[config.mk]
export PLATFORM = sky130hd
export DESIGN_NAME = alu_cmd_ctrl
export DESIGN_NICKNAME = d
export VERILOG_FILES = /design/src/rtl/alu_cmd_ctrl.sv
export SDC_FILE = /design/constraint.sdc
export NUM_CORES = 1
export LEC_CHECK = 0
export BUFFER_PORTS_ARGS = -buffer_cell sky130_fd_sc_hd__buf_2
export CAP_MARGIN = 25
export CORE_ASPECT_RATIO = 1.2
export CORE_MARGIN = 8
export CORE_UTILIZATION = 45
export CTS_CLUSTER_DIAMETER = 40
export CTS_CLUSTER_SIZE = 14
export DETAILED_ROUTE_END_ITERATION = 10
export PLACE_DENSITY_LB_ADDON = 0.3
export SYNTH_ARGS = -nofsm -noshare
export SYNTH_HDL_FRONTEND = slang
export SYNTH_SLANG_ARGS = --single-unit
[constraint.sdc]
create_clock -name CLK -period 1.8 [get_ports CLK]
set_input_delay 0.27 -clock CLK [delete_from_list [all_inputs] [get_ports CLK]]
set_output_delay 0.27 -clock CLK [all_outputs]
set_load 0.05 [all_outputs]
[src/rtl/alu_cmd_ctrl.sv]
// Byte-stream command sequencer for the ALU: parses CC/DD frames, gates and starts the ALU, streams the result LSB byte first.
// Optional macro ALU_TIMEOUT_EN bounds the ALU_WAIT state to TIMEOUT cycles and substitutes an all-ones result.
module alu_cmd_ctrl #(
    parameter int DATA_WIDTH = 8,
    parameter int OUT_WIDTH  = 16,
    parameter int FUN_WIDTH  = 4,
    parameter int TIMEOUT    = 15
) (
    input  logic                  CLK,
    input  logic                  RST,
    input  logic [DATA_WIDTH-1:0] RX_P_DATA,
    input  logic                  RX_D_VLD,
    output logic [DATA_WIDTH-1:0] ALU_A,
    output logic [DATA_WIDTH-1:0] ALU_B,
    output logic [FUN_WIDTH-1:0]  ALU_FUN,
    output logic                  ALU_EN,
    output logic                  GATE_EN,
    input  logic [OUT_WIDTH-1:0]  ALU_OUT,
    input  logic                  ALU_OUT_VLD,
    output logic [DATA_WIDTH-1:0] TX_P_DATA,
    output logic                  TX_D_VLD,
    input  logic                  TX_READY,
    output logic                  BUSY,
    output logic                  CMD_ERR
);

    localparam int NBYTES = OUT_WIDTH / DATA_WIDTH;
    localparam int CW     = (NBYTES > 1) ? $clog2(NBYTES) : 1;
    localparam logic [DATA_WIDTH-1:0] CMD_FULL  = DATA_WIDTH'('hCC);
    localparam logic [DATA_WIDTH-1:0] CMD_REUSE = DATA_WIDTH'('hDD);

    typedef enum logic [2:0] {
        S_IDLE, S_GET_A, S_GET_B, S_GET_FUN,
        S_GATE_ON, S_ALU_REQ, S_ALU_WAIT, S_TX_SEND
    } state_e;

    state_e                               state_q, state_d;
    logic [DATA_WIDTH-1:0]                a_q, a_d, b_q, b_d;
    logic [FUN_WIDTH-1:0]                 fun_q, fun_d;
    logic [NBYTES-1:0][DATA_WIDTH-1:0]    res_q, res_d;
    logic [CW-1:0]                        cnt_q, cnt_d;
    logic                                 err_q, err_d;

`ifdef ALU_TIMEOUT_EN
    localparam int TW = $clog2(TIMEOUT + 1);
    logic [TW-1:0] tmo_q, tmo_d;
`else
    logic unused_cfg;
    assign unused_cfg = ^TIMEOUT;
`endif

    always_comb begin
        state_d = state_q;
        a_d     = a_q;
        b_d     = b_q;
        fun_d   = fun_q;
        res_d   = res_q;
        cnt_d   = cnt_q;
        err_d   = 1'b0;
`ifdef ALU_TIMEOUT_EN
        tmo_d   = tmo_q;
`endif
        case (state_q)
            S_IDLE: begin
                if (RX_D_VLD) begin
                    if (RX_P_DATA == CMD_FULL)       state_d = S_GET_A;
                    else if (RX_P_DATA == CMD_REUSE) state_d = S_GET_FUN;
                    else                             err_d   = 1'b1;
                end
            end
            S_GET_A: begin
                if (RX_D_VLD) begin
                    a_d     = RX_P_DATA;
                    state_d = S_GET_B;
                end
            end
            S_GET_B: begin
                if (RX_D_VLD) begin
                    b_d     = RX_P_DATA;
                    state_d = S_GET_FUN;
                end
            end
            S_GET_FUN: begin
                if (RX_D_VLD) begin
                    fun_d   = RX_P_DATA[FUN_WIDTH-1:0];
                    state_d = S_GATE_ON;
                end
            end
            // One cycle of gated clock before the enable so the ALU sees a clean edge.
            S_GATE_ON: begin
                err_d   = RX_D_VLD;
                state_d = S_ALU_REQ;
            end
            S_ALU_REQ: begin
                err_d   = RX_D_VLD;
                state_d = S_ALU_WAIT;
`ifdef ALU_TIMEOUT_EN
                tmo_d   = '0;
`endif
            end
            S_ALU_WAIT: begin
                err_d = RX_D_VLD;
                if (ALU_OUT_VLD) begin
                    res_d   = ALU_OUT;
                    cnt_d   = '0;
                    state_d = S_TX_SEND;
                end
`ifdef ALU_TIMEOUT_EN
                else if (tmo_q == TW'(TIMEOUT - 1)) begin
                    res_d   = '1;
                    cnt_d   = '0;
                    err_d   = 1'b1;
                    state_d = S_TX_SEND;
                end else begin
                    tmo_d = tmo_q + 1'b1;
                end
`endif
            end
            // The cycle of the last transfer still counts as busy for incoming bytes.
            S_TX_SEND: begin
                err_d = RX_D_VLD;
                if (TX_READY) begin
                    if (cnt_q == CW'(NBYTES - 1)) state_d = S_IDLE;
                    else                          cnt_d   = cnt_q + 1'b1;
                end
            end
            default: state_d = S_IDLE;
        endcase
    end

    always_ff @(posedge CLK or negedge RST) begin
        if (!RST) begin
            state_q <= S_IDLE;
            a_q     <= '0;
            b_q     <= '0;
            fun_q   <= '0;
            res_q   <= '0;
            cnt_q   <= '0;
            err_q   <= 1'b0;
`ifdef ALU_TIMEOUT_EN
            tmo_q   <= '0;
`endif
        end else begin
            state_q <= state_d;
            a_q     <= a_d;
            b_q     <= b_d;
            fun_q   <= fun_d;
            res_q   <= res_d;
            cnt_q   <= cnt_d;
            err_q   <= err_d;
`ifdef ALU_TIMEOUT_EN
            tmo_q   <= tmo_d;
`endif
        end
    end

    assign ALU_A     = a_q;
    assign ALU_B     = b_q;
    assign ALU_FUN   = fun_q;
    assign ALU_EN    = (state_q == S_ALU_REQ);
    assign GATE_EN   = (state_q == S_GATE_ON) || (state_q == S_ALU_REQ) || (state_q == S_ALU_WAIT);
    assign TX_D_VLD  = (state_q == S_TX_SEND);
    assign TX_P_DATA = TX_D_VLD ? res_q[cnt_q] : '0;
    assign BUSY      = (state_q != S_IDLE);
    assign CMD_ERR   = err_q;

endmodule

== Word-level counts from Yosys, hierarchy flattened ==
Cells that the tools add are included.

* Divide/modulo/power cells: 0
* Reductions and logical operators: 12
* Shift-type cells: 0
* Multipliers: 0
* Muxes and demuxes: 21
* Eq/ne operators: 17
* Add/sub/neg operators: 1
* Bitwise operators: 0
* Order comparisons: 1

{| class="wikitable"
|+ Operators by type and width
! cell !! count
|-
| 3-bit two-way mux || 9
|-
| 8-bit two-way mux || 3
|-
| 3-bit one-hot mux with 8 select lines || 1
|-
| 8-bit equality test (second input constant) || 2
|-
| 3-bit equality test (second input constant) || 4
|-
| 2-bit != test (second input constant) || 5
|-
| 2-bit AND reduction || 4
|-
| 8-bit AND reduction || 1
|-
| 3-bit by 2-bit equality test with 1-bit output (second input constant) || 2
|-
| 1-bit two-way mux || 6
|-
| 2-bit by 1-bit != test with 1-bit output (second input constant) || 2
|-
| 1-bit one-hot mux with 2 select lines || 2
|-
| 4-bit OR reduction || 1
|-
| 3-bit by 1-bit equality test with 1-bit output (second input constant) || 1
|-
| 3-bit zero test || 1
|-
| 3-bit != test (second input constant) || 1
|-
| 3-bit AND reduction || 1
|-
| 3-bit nonzero test || 1
|-
| 1-bit logical OR || 2
|-
| 1-bit by 2-bit less-than comparator with 1-bit output (second input constant) || 1
|-
| 2-bit nonzero test || 1
|-
| 1-bit adder (second input constant) || 1
|}

* Latch bits: 0
* Memories: 0
* RAM bits: 0
* Word-level logic and storage cells: 60
* Bits of input ports: 29
* ROM bits: 0
* Output and inout bits: 33
* Register bits: 41

== Logic depth before layout (Yosys ltp) ==
Gate-level depths: netlist of the first run.

* Word-level depth: 5
* Gate-level depth with buffers: 7
* Depth with buffers taken out: 6

== Least setup slack after synthesis of the first run ==
No wires, ideal clock.

* Path kind: reg-to-reg
* From: register state_q[0]
* To: register err_q, in the netlist CMD_ERR
* Stages on the path, launching flop included: 7
* Required time: 1716 ps
* Period minus slack after synthesis: 1834 ps
* Data arrival time: 1750 ps
* Setup slack: -34 ps
* Library setup time: 84 ps
* Buffers on the path: 0
* Path through: dfrtp_1 -> inv_1 -> ha_1 -> nor3_1 -> nor2_1 -> nor2_1 -> a21boi_0

* Cells in the longest elaborated chain, start to end: 3
* Elaborated cells between the ends (all ways): 7
* Those cells by class: eq/ne: 4; mux: 1; reduce/logical: 2

{| class="wikitable"
|+ Ends and longest elaborated chain
! element !! RTL line !! source
|-
| start: declaration || 37 || <nowiki>state_e state_q, state_d;</nowiki>
|-
| start signal: assignment || 144 || <nowiki>state_q <= state_d;</nowiki>
|-
| 3-bit equality test || 63 || <nowiki>case (state_q)</nowiki>
|-
| 4-bit OR reduction (no source line) || -- ||
|-
| 1-bit one-hot mux with 2 select lines (*) || 63 ||
|-
| net err_d || 42 || <nowiki>logic err_q, err_d;</nowiki>
|-
| end signal: assignment || 150 || <nowiki>err_q <= err_d;</nowiki>
|-
| end: declaration || 42 ||
|}

The timed path passes the listed nets; every way through them passes the cells marked *.
A chain may end at the register's enable or synchronous reset.

== Final worst setup path of the first run ==
* From: register state_q[1]
* To: register state_q[1]

* Cells in the longest elaborated chain, start to end: 3
* Elaborated cells between the ends (all ways): 18
* Those cells by class: eq/ne: 15; mux: 1; reduce/logical: 2

{| class="wikitable"
|+ Ends and longest elaborated chain
! element !! RTL line
|-
| 3-bit equality test, or another cell as far along || 63
|-
| 2-bit by 1-bit != test with 1-bit output (no source line), or another cell as far along || --
|-
| 8-bit AND reduction (no source line) || --
|}

Several ways; a longest one is shown, not always the timed one.

==> impl_summary.txt, run 1 <==
----------------------------------------------------
[Worst setup path]
  CP Depth ... 5
  Minimum setup slack among reg-to-reg paths ... 0.06 ns
  Kind of start point of the critical path ... register
  Crit. End Element ... register
  Reg-to-reg startpoint ... state_q[1]
  RR Endpoint ... state_q[1]
  Critical path cell sequence ... inv_2, ha_4, nor4_1, o311ai_2, mux2_4
  Max FO, Critical Path ... 6
  Cell type group with the largest total delay on the critical path ... flip-flops
  Buf+Inv Stages, Crit Path ... 1
  R2r worst-path depth ... 5
  Required time at the endpoint of the critical path ... 1.98 ns
  Crit path largest cell delay ... 0.45 ns
  Highest-delay cell along the critical path ... dfrtp_2
  Critical path type ... register to register
  CP startpoint ... state_q[1]
  Arrival @ worst endpoint ... 1.92 ns
  Capturing element of the worst setup path ... state_q[1]

[Timing]
  Min cycle time layout ... 1.74 ns
  Final Cycle Share ... 96.9%
  Highest clock rate ... 0.573 GHz
  Fin. max-slew vios ... 0
  Final Hold Vio Count ... 28
  Pin slew with the least headroom to its limit ... 0.620 ns
  Clk_skew ... 0.00336 ns
  Setup_tns ... 0 ns
  Total of endpoints with negative setup slack in the final report ... 0
  Setup repair after global routing missed its margin ... no
  Final setup slack of the worst path ... 0.0557 ns
  Worst-case hold slack ... -0.0117 ns
  Relative slew margins ... 58.7%

[Place]
  DPL Wire Length ... 3440 um
  Quantity of I/O buffers inserted on ports ... 61
  Worst setup slack before clock tree synthesis ... 0.0233 ns
  Last weighted congestion value of the routability-driven placer ... 0.872
  Placed Instances ... 253

[Clock tree]
  CTS Hold Bufs ... 0
  Worst-path clk slew ... 0.07 ns
  Number of levels in the clock H-tree ... 2
  Num CTS Buffers ... 5
  Maximum count of clock buffers along a single path ... 2
  Clock insertion delay at the later pin of the skew report ... 0.29 ns
  Clock tree from TritonCTS ... built
  Root Buffer Master ... clkbuf_8
  Sink count of the clock tree ... 41

[Layout]
  Layout fillers ... 340
  Share of cells above drive strength 1 ... 61.4%
  Cell Count, Final, Fillers Out ... 261
  Diodes inserted ... 0
  Most common cell after layout, fill and taps aside ... buf_2
  Net count, final ... 239
  Synth-to-Final Area Change ... 33.8%
  Layout Utilization ... 62.8%
  Commonest cells after routing, fill and taps aside ... buf_2, dfrtp_1, mux2_2, nor2_1, mux2i_1

[Flow run]
  Max Cap Violations ... 0

[Floorplan]
  Initial Utilization ... 46.9%
  Width of the die ... 74.7 um
  Total Die Area ... 6460 um^2
  Number of ports placed on the die boundary ... 62
  Chip Height ... 86.5 um
  Number of rows created at floorplan ... 25
  Floorplan core area ... 3970 um^2

[Synthesis]
  Fraction of the yosys area taken by sequential cells ... 55.1%
  Mean post-synth cell area ... 13.3 um^2
  Mapped Nets ... 173
  Cell count after synthesis ... 140
  Cell area after technology mapping ... 1860 um^2
  Synthesized flop and latch total ... 41
  Yosys warns ... 0
  Number of different library cells in the post-synthesis netlist ... 23

[Routing]
  Residual DRC count ... 0
  WL/cell ... 16.8 um
  1st-iter DRT viols ... 58
  Vias after detailed routing ... 1330
  Final WL ... 4380 um
  First drt pass iteration count ... 3
  Count of nets left with antenna violations after detail routing ... 0
  Post-detailed-route via-to-cell ratio ... 5.10

[Global routing]
  Wire length of the first global-routing pass ... 7110 um
  GR Overflow Total ... 0
  Via count of the first global-routing pass ... 1549
  Number of antenna violations at the first check in global routing ... 0
  Overall Global Routing Usage ... 14.3%
  Pin count of the biggest net entering global routing ... 30

[Power]
  Power density relative to cell area ... 2240 nW/um^2
  Peak VDD IR ... 1.51 mV
  Leakage power of the design ... 1.16 nW

[Worst hold path]
  Type of the tightest min-delay check ... input pin to asynchronous set/reset pin

[Run status]
  Violations in the final reports ... negative hold slack
  Status ... finished, violations left

----------------------------------------------------
worst register-to-register path, cell delays in order, from the launching register on:
cell,delay (ns)
dfrtp_2,0.45
inv_2,0.09
ha_4,0.19
nor4_1,0.40
o311ai_2,0.17
mux2_4,0.33
worst min path at each step:
stage / slack [ns] / end / start / cells after the start
2_1_floorplan: -0.03 / ALU_A[0] / RST / 0
3_3_place_gp: 0.31 / res_q[13] / RST / 1
3_5_place_dp: 0.33 / res_q[13] / RST / 1
4_1_cts: 0.003 / res_q[13] / RST / 1
5_1_grt: 0.03 / res_q[13] / RST / 1
6_report: -0.01 / res_q[13] / RST / 1
area by class of cell:
| type | count | area (um^2) | share of cell area (%) |
|---|---|---|---|
| flip-flops and latches | 41 | 1030 | 41.3 |
| repair buffers | 63 | 369 | 14.8 |
| clock buffers | 5 | 68.8 | 2.76 |
| well taps | 54 | 67.6 | 2.71 |
| clock inverters | 3 | 68.8 | 2.76 |
| multi-input cells | 91 | 873 | 35.0 |
| inverters | 4 | 15.0 | 0.602 |
power breakdown:
group | internal (W) | switching [W]
combinational | 0.00106 | 0.00190
sequential | 0.00140 | 0.000341
clock | 0.000558 | 0.000313
registers in the layout, indices dropped and copies added, names as in the netlist:
register / cells
CMD_ERR: 1
ALU_FUN: 4
ALU_B: 8
res_q: 16
cnt_q: 1
state_q: 3
ALU_A: 8
cells in the mapped netlist, drive strengths merged:
library cell | instances | area (um^2)
mux2i | 9 | 90.1
a21oi | 3 | 15.0
mux2 | 37 | 420
a2111oi | 1 | 15.0
inv | 4 | 15.0
dfrtp | 41 | 1030
buf | 3 | 15.0
a21boi | 2 | 15.0
o311ai | 2 | 32.5
nand2 | 7 | 26.3
o21ai | 2 | 10.0
nor3 | 1 | 5.00
ha | 4 | 50.1
and2 | 1 | 6.26
nand3 | 1 | 5.00
nor4 | 2 | 12.5
nor2b | 2 | 12.5
clkbuf | 1 | 3.75
a211oi | 1 | 7.51
xor2 | 1 | 16.3
nor2 | 14 | 52.6
nand4bb | 1 | 11.3
what timing repair did:
item	4_1_cts	5_1_grt
buffers inserted	0	0
setup endpoints to repair	10	10
gates resized for setup	24	8
cells by family (layout without fill, tap and decap cells):
kind of cell | after synthesis | in the layout | synth area share (%)
muxes | 46 | 46 | 27.4
AOI/OAI and AO/OA | 11 | 11 | 5.10
adders and majority gates | 4 | 4 | 2.69
and+or+nand+nor | 29 | 29 | 7.05
buffers and inverters | 8 | 75 | 1.81
DFF | 41 | 41 | 55.1
xor gates and xnor gates | 1 | 1 | 0.873
metrics by stage:
stage          area [um^2]  power [W]
6_report              2490    0.00558
5_1_grt               2490    0.00587
4_1_cts               2470    0.00560
3_5_place_dp          2250    0.00453
3_3_place_gp          2250    0.00439
2_1_floorplan         1870    0.00384
layer usage:
metal	wire length (um)	GRT usage, %	vias to the layer above
met5	0	0	-
met2	2310	25.4	51
met1	1650	14.7	652
met3	373	5.08	6
met4	50	5.54	0
li1	-	-	621
(Power assumes the default switching activity.)
==> inputs of run 2 (changes only) <==
==> constraint.sdc (replaced) <==
create_clock -name CLK -period 1.8 [get_ports CLK]
set_input_delay 0.27 -clock CLK [delete_from_list [all_inputs] [get_ports CLK]]
set_output_delay 0.27 -clock CLK [all_outputs]
set_load 0.02 [all_outputs]
==> run 2 against run 1 <==
Compared with the run above:
- the flow now finishes without violations
- via count is 3.3% higher
- critical path depth is the same
- cell count grew 2.7%
- largest cell class unchanged
- highest routed layer unchanged
==> impl_summary.txt, run 2 (same netlist as run 1, synthesis figures left out) <==
----------------------------------------------------
[Power]
  Power density relative to cell area ... 1930 nW/um^2 (-14%)
  Switching power as a share of total power ... 38.4% (-7.5 points)
  Share of total power in the clock network ... 15.8% (+0.2 points)
  Share of power burned in registers ... 35.2% (+4.0 points)
  Peak VDD IR ... 1.09 mV (-28%)
  Share of power burned in combinational logic ... 49.0% (-4.2 points)
  Switching power ... 0.00184 W (-28%)
  Int Pwr ... 0.00295 W (-2.1%)
  Total power of the final layout ... 0.00480 W (-14%)
  Leakage power of the design ... 1.18 nW (+1.6%)

[Layout]
  Diodes inserted ... 0 (unchanged)
  Net count, final ... 246 (+2.9%)
  Register containing the most flip-flops in the final layout ... res_q
  Number of flip-flops in the largest register ... 16 (unchanged)
  Commonest cells after routing, fill and taps aside ... buf_2, dfrtp_1, mux2_2, nor2_1, mux2i_1
  Layout fillers ... 346 (+1.8%)
  Most common cell after layout, fill and taps aside ... buf_2
  Layout Utilization ... 62.7% (-0.063 points)
  Share of cells above drive strength 1 ... 60.3% (-1.1 points)
  Synth-to-Final Area Change ... 33.7%

[Floorplan]
  Chip Height ... 86.5 um (unchanged)
  Initial Utilization ... 46.9% (unchanged)
  Width of the die ... 74.7 um (unchanged)
  Number of rows created at floorplan ... 25 (unchanged)
  Floorplan core area ... 3970 um^2 (unchanged)
  Total Die Area ... 6460 um^2 (unchanged)
  Number of ports placed on the die boundary ... 62 (unchanged)

[Routing]
  Post-detailed-route via-to-cell ratio ... 5.13 (+0.61%)
  First drt pass iteration count ... 4 (+1)
  Count of nets left with antenna violations after detail routing ... 0 (unchanged)
  Final WL ... 4460 um (+1.9%)
  1st-iter DRT viols ... 42 (-28%)
  WL/cell ... 16.7 um (-0.74%)
  Residual DRC count ... 0 (unchanged)
  Vias after detailed routing ... 1374 (+3.3%)

[Worst setup path]
  Required time at the endpoint of the critical path ... 1.97 ns (about the same)
  Critical path cell sequence ... inv_4, ha_4, a2111oi_2, a21oi_1, mux2_4
  Arrival @ worst endpoint ... 1.93 ns (about the same)
  RR Endpoint ... state_q[1]
  Buf+Inv Stages, Crit Path ... 1 (unchanged)
  Crit. End Element ... register
  Reg-to-reg startpoint ... state_q[0]
  Cell type group with the largest total delay on the critical path ... compound AO/OA/AOI/OAI gates
  Max FO, Critical Path ... 7 (+1)
  Critical path type ... register to register
  CP startpoint ... state_q[0]
  R2r worst-path depth ... 5 (unchanged)
  CP Depth ... 5 (unchanged)
  Minimum setup slack among reg-to-reg paths ... 0.04 ns (-0.02 ns)
  Capturing element of the worst setup path ... state_q[1]
  Kind of start point of the critical path ... register
  Highest-delay cell along the critical path ... a2111oi_2
  Crit path largest cell delay ... 0.46 ns (about the same)

[Clock tree]
  Maximum count of clock buffers along a single path ... 2 (unchanged)
  Num CTS Buffers ... 5 (unchanged)
  Sink count of the clock tree ... 41 (unchanged)
  Root Buffer Master ... clkbuf_8
  Worst-path clk slew ... 0.08 ns (about the same)
  Clock tree from TritonCTS ... built
  Number of levels in the clock H-tree ... 2 (unchanged)
  Clock insertion delay at the later pin of the skew report ... 0.29 ns (about the same)

[Timing]
  Setup_tns ... 0 ns (unchanged)
  Fin. max-slew vios ... 0 (unchanged)
  Setup repair after global routing missed its margin ... yes
  Clk_skew ... 0.00549 ns (+0.00213 ns)
  Final Hold Vio Count ... 0 (-100%)
  Relative slew margins ... 71.6% (+13 points)
  Pin slew with the least headroom to its limit ... 0.426 ns (-0.194 ns)
  Total of endpoints with negative setup slack in the final report ... 0 (unchanged)
  Final Cycle Share ... 97.8% (+0.87 points)
  Worst-case hold slack ... 0.210 ns (+0.221 ns)
  Final setup slack of the worst path ... 0.0401 ns (-0.0156 ns)
  Min cycle time layout ... 1.76 ns (+0.0156 ns)
  Highest clock rate ... 0.568 GHz (-0.89%)

[Global routing]
  Pin count of the biggest net entering global routing ... 18 (-40%)
  GR Overflow Total ... 0 (unchanged)
  Number of antenna violations at the first check in global routing ... 0 (unchanged)
  Overall Global Routing Usage ... 14.4% (+0.071 points)
  Wire length of the first global-routing pass ... 7010 um (-1.4%)
  Via count of the first global-routing pass ... 1541 (-0.52%)

[Flow run]
  Max Cap Violations ... 0 (unchanged)

[Place]
  Last weighted congestion value of the routability-driven placer ... 0.856 (-1.8%)
  DPL Wire Length ... 3360 um (-2.4%)
  Quantity of I/O buffers inserted on ports ... 61 (unchanged)
  Worst setup slack before clock tree synthesis ... 0.00724 ns (-0.0161 ns)

[Worst hold path]
  Type of the tightest min-delay check ... input pin to register

[Run status]
  Status ... completed

----------------------------------------------------
==> run 2: cell types whose count changed in the layout (fill, tap and decap cells not counted), sizes merged <==
cell | previous run | this run
buf | 63 | 69
bufinv | 2 | 1
clkbuf | 5 | 6
clkinvlp | 0 | 1
dlygate4sd3 | 0 | 1
inv | 5 | 4
==> run 2: worst min path at each step <==
stage                end  depth (start not counted)         from
2_1_floorplan   ALU_A[0]                          0          RST
3_3_place_gp    res_q[6]                          1          RST
3_5_place_dp   res_q[14]                          1          RST
4_1_cts        res_q[11]                          2  ALU_OUT[11]
5_1_grt        res_q[13]                          2  ALU_OUT[13]
6_report       res_q[13]                          2  ALU_OUT[13]
==> run 2: routing by layer <==
metal,track usage (%),share of wire [%],vias to the layer above
met5,0,0,-
li1,-,-,637
met1,14.8,40,666
met4,7.50,2.8,0
met2,24.4,49,58
met3,5.54,8.6,13
==> run 2: cell type report <==
| class | instances | area [um^2] | share of cell area (%) |
|---|---|---|---|
| Clock buffer | 6 | 82.6 | 3.31 |
| Multi-Input combinational cell | 91 | 867 | 34.8 |
| Inverter | 4 | 17.5 | 0.703 |
| Timing Repair Buffer | 70 | 390 | 15.7 |
| Sequential cell | 41 | 1030 | 41.3 |
| Tap cell | 54 | 67.6 | 2.71 |
| Clock inverter | 2 | 37.5 | 1.51 |
==> run 2: through the flow <==
stage	cells	instance area, um^2
2_1_floorplan	140	1860
3_3_place_gp	255	2260
3_5_place_dp	255	2260
4_1_cts	266	2420
5_1_grt	268	2490
6_report	268	2490
==> run 2: worst reg2reg max path, cell delays in order (launching register included) <==
cell and delay, ns:
dfrtp_2 0.45, inv_4 0.08, ha_4 0.20, a2111oi_2 0.46
a21oi_1 0.15, mux2_4 0.30
==> run 2: what timing repair did <==
item                       4_1_cts  5_1_grt
hold buffers                     1        0
buffers inserted                 2        2
setup endpoints to repair       11       12
resized for setup                6       11
pin swaps                        1        3
hold endpoints to repair        11        0
==> run 2: power by group through the flow <==
stage | clock [W] | combinational (W) | sequential, W
2_1_floorplan | 0 | 0.00122 | 0.00189
3_3_place_gp | 0 | 0.00204 | 0.00163
3_5_place_dp | 0 | 0.00214 | 0.00166
4_1_cts | 0.000780 | 0.00222 | 0.00165
5_1_grt | 0.000810 | 0.00255 | 0.00174
6_report | 0.000758 | 0.00235 | 0.00169
==> inputs of run 3 (changes only) <==
- CORE_UTILIZATION: 45 -> 50
- clock period: 1.8 -> 1.7 ns (I/O delays scaled with it)
==> run 3 against run 2 <==
Compared with the run above:
- the run now ends with negative setup slack left
- first-iteration DRC count decreased by 50%
- sequential share of layout area decreased by 1.2 points
- clock power decreased by 24%
- combinational power increased by 20%
- sequential power increased by 5%
==> impl_summary.txt, run 3 (same netlist as run 1, synthesis figures left out) <==
----------------------------------------------------
[Floorplan]
  Floorplan core area ... 3600 um^2 (-9.3%)
  Width of the die ... 71.7 um (-4.0%)
  Number of ports placed on the die boundary ... 62 (unchanged)
  Chip Height ... 82.9 um (-4.2%)
  Total Die Area ... 5940 um^2 (-8.0%)
  Initial Utilization ... 51.7% (+4.8 points)
  Number of rows created at floorplan ... 24 (-4.0%)

[Layout]
  Register containing the most flip-flops in the final layout ... res_q
  Diodes inserted ... 0 (unchanged)
  Net count, final ... 254 (+3.3%)
  Most common cell after layout, fill and taps aside ... buf_2
  Layout Utilization ... 71.3% (+8.5 points)
  Synth-to-Final Area Change ... 37.8%
  Commonest cells after routing, fill and taps aside ... buf_2, dfrtp_1, mux2_2, buf_4, nor2_1
  Layout fillers ... 279 (-19%)
  Share of cells above drive strength 1 ... 64.1% (+3.8 points)
  Number of flip-flops in the largest register ... 16 (unchanged)

[Worst setup path]
  Crit. End Element ... output pin
  Kind of start point of the critical path ... register
  Critical path type ... register to output pin
  Minimum setup slack among reg-to-reg paths ... -0.01 ns (-0.05 ns)
  Required time at the endpoint of the critical path ... 1.44 ns (-0.53 ns)
  Max FO, Critical Path ... 4 (-3)
  Arrival @ worst endpoint ... 1.51 ns (-0.42 ns)

[Timing]
  Final Cycle Share ... 104%
  Highest clock rate ... 0.566 GHz
  Min cycle time layout ... 1.77 ns
  Setup repair after global routing missed its margin ... yes
  Fin. max-slew vios ... 0 (unchanged)
  Clk_skew ... 0.00806 ns (+0.00256 ns)
  Worst-case hold slack ... 0.191 ns (-0.0190 ns)
  Total of endpoints with negative setup slack in the final report ... 2 (+2)
  Final setup slack of the worst path ... -0.0675 ns (-0.108 ns)
  Final Hold Vio Count ... 0 (unchanged)
  Relative slew margins ... 67.0% (-4.5 points)
  Pin slew with the least headroom to its limit ... 0.494 ns (+0.0682 ns)

[Flow run]
  Max Cap Violations ... 0 (unchanged)

[Routing]
  Residual DRC count ... 0 (unchanged)
  Post-detailed-route via-to-cell ratio ... 5.36 (+4.5%)
  Final WL ... 4610 um (+3.3%)
  WL/cell ... 17.8 um (+6.9%)
  First drt pass iteration count ... 4 (unchanged)
  Count of nets left with antenna violations after detail routing ... 0 (unchanged)
  Vias after detailed routing ... 1388 (+1.0%)
  1st-iter DRT viols ... 21 (-50%)

[Place]
  Quantity of I/O buffers inserted on ports ... 61 (unchanged)
  Last weighted congestion value of the routability-driven placer ... 0.883 (+3.2%)
  DPL Wire Length ... 3420 um (+1.8%)

[Power]
  Leakage power of the design ... 1.22 nW (+3.9%)
  Peak VDD IR ... 1.30 mV (+19%)
  Power density relative to cell area ... 2020 nW/um^2 (+4.7%)

[Clock tree]
  Maximum count of clock buffers along a single path ... 2 (unchanged)
  Sink count of the clock tree ... 41 (unchanged)
  Worst-path clk slew ... 0.07 ns (about the same)
  Num CTS Buffers ... 5 (unchanged)
  Number of levels in the clock H-tree ... 2 (unchanged)
  Root Buffer Master ... clkbuf_8
  Clock insertion delay at the later pin of the skew report ... 0.29 ns (about the same)
  Clock tree from TritonCTS ... built

[Global routing]
  Pin count of the biggest net entering global routing ... 24 (+6)
  GR Overflow Total ... 0 (unchanged)
  Number of antenna violations at the first check in global routing ... 0 (unchanged)
  Wire length of the first global-routing pass ... 7360 um (+4.9%)
  Routing usage on met2 ... 27.3% (+2.9 points)
  M1 GR Usage ... 15.8% (+1.1 points)
  Overall Global Routing Usage ... 15.7% (+1.3 points)
  Busiest grt layer ... met2
  Via count of the first global-routing pass ... 1523 (-1.2%)
  Global-route met3 utilization ... 7.69% (+2.1 points)

[Run status]
  Violations in the final reports ... negative setup slack
  Status ... finished, violations left

[Worst hold path]
  Type of the tightest min-delay check ... input pin to register

----------------------------------------------------
-- run 3: cell types whose count changed in the layout (fill, tap and decap cells not counted), moves of 2 or more --
| cell | change |
|---|---|
| a21boi_0 | -2 |
| a21boi_1 | +2 |
| buf_2 | -6 |
| buf_4 | +8 |
| buf_6 | +5 |
| nor2_1 | -3 |
| nor2_2 | +3 |
-- run 3: area by class of cell --
cell class / count / area [um^2] / share of cell area [%]
Tap cell: 39 / 48.8 / 1.90
Clock buffer: 5 / 68.8 / 2.68
Clock inverter: 1 / 5.00 / 0.195
Timing Repair Buffer: 78 / 497 / 19.3
Inverter: 4 / 17.5 / 0.682
Sequential cell: 41 / 1030 / 40.1
Multi-Input combinational cell: 91 / 902 / 35.1
-- run 3: critical path, cell delays in order (launching register included) --
cell and delay, ns:
dfrtp_2 0.48, ha_4 0.21, buf_6 0.13, nor3_2 0.16
nor2_1 0.08, buf_4 0.16
-- run 3: path summary, 6_finish.rpt --
check | from | end | cells past startpoint
max reg2reg | state_q[1] | CMD_ERR | 8
max | state_q[1] | GATE_EN | 5
min reg2reg | ALU_A[2] | ALU_A[2] | 1
min in group asynchronous | RST | res_q[6] | 2
min | ALU_OUT[7] | res_q[7] | 2
max in group asynchronous | RST | state_q[1] | 3
-- run 3: routing by layer --
layer / vias up / wire length (um)
li1: 650 / -
met5: - / 0
met2: 52 / 2380
met4: 0 / 106
met1: 677 / 1720
met3: 9 / 408
-- run 3: report_power, final --
| part | leakage (nW) | switching, W | internal, W |
|---|---|---|---|
| Combinational | 0.690 | 0.00143 | 0.00140 |
| Sequential | 0.491 | 0.000297 | 0.00148 |
| Clock | 0.0399 | 0.000308 | 0.000270 |
| Total | 1.22 | 0.00203 | 0.00314 |
-- run 3: stage by stage --
step	setup WS (ns)	power, W	setup TNS (ns)	std cells	instance area [um^2]
after floorplan	0.0429	0.00330	0	140	1870
after global placement	0.0665	0.00395	0	243	2280
after detailed placement	-0.0574	0.00410	-0.0574	243	2280
after CTS	-0.0490	0.00501	-0.261	258	2490
after global routing	-0.101	0.00548	-0.583	259	2570
final	-0.0675	0.00518	-0.0767	259	2570
-- run 3: timing repair --
item,in CTS,in global routing
setup buffers,8,1
setup endpoints to repair,11,16
hold buffers,1,0
cloned,0,0
hold endpoints to repair,22,0
gates resized for setup,17,21
pin swaps,7,7
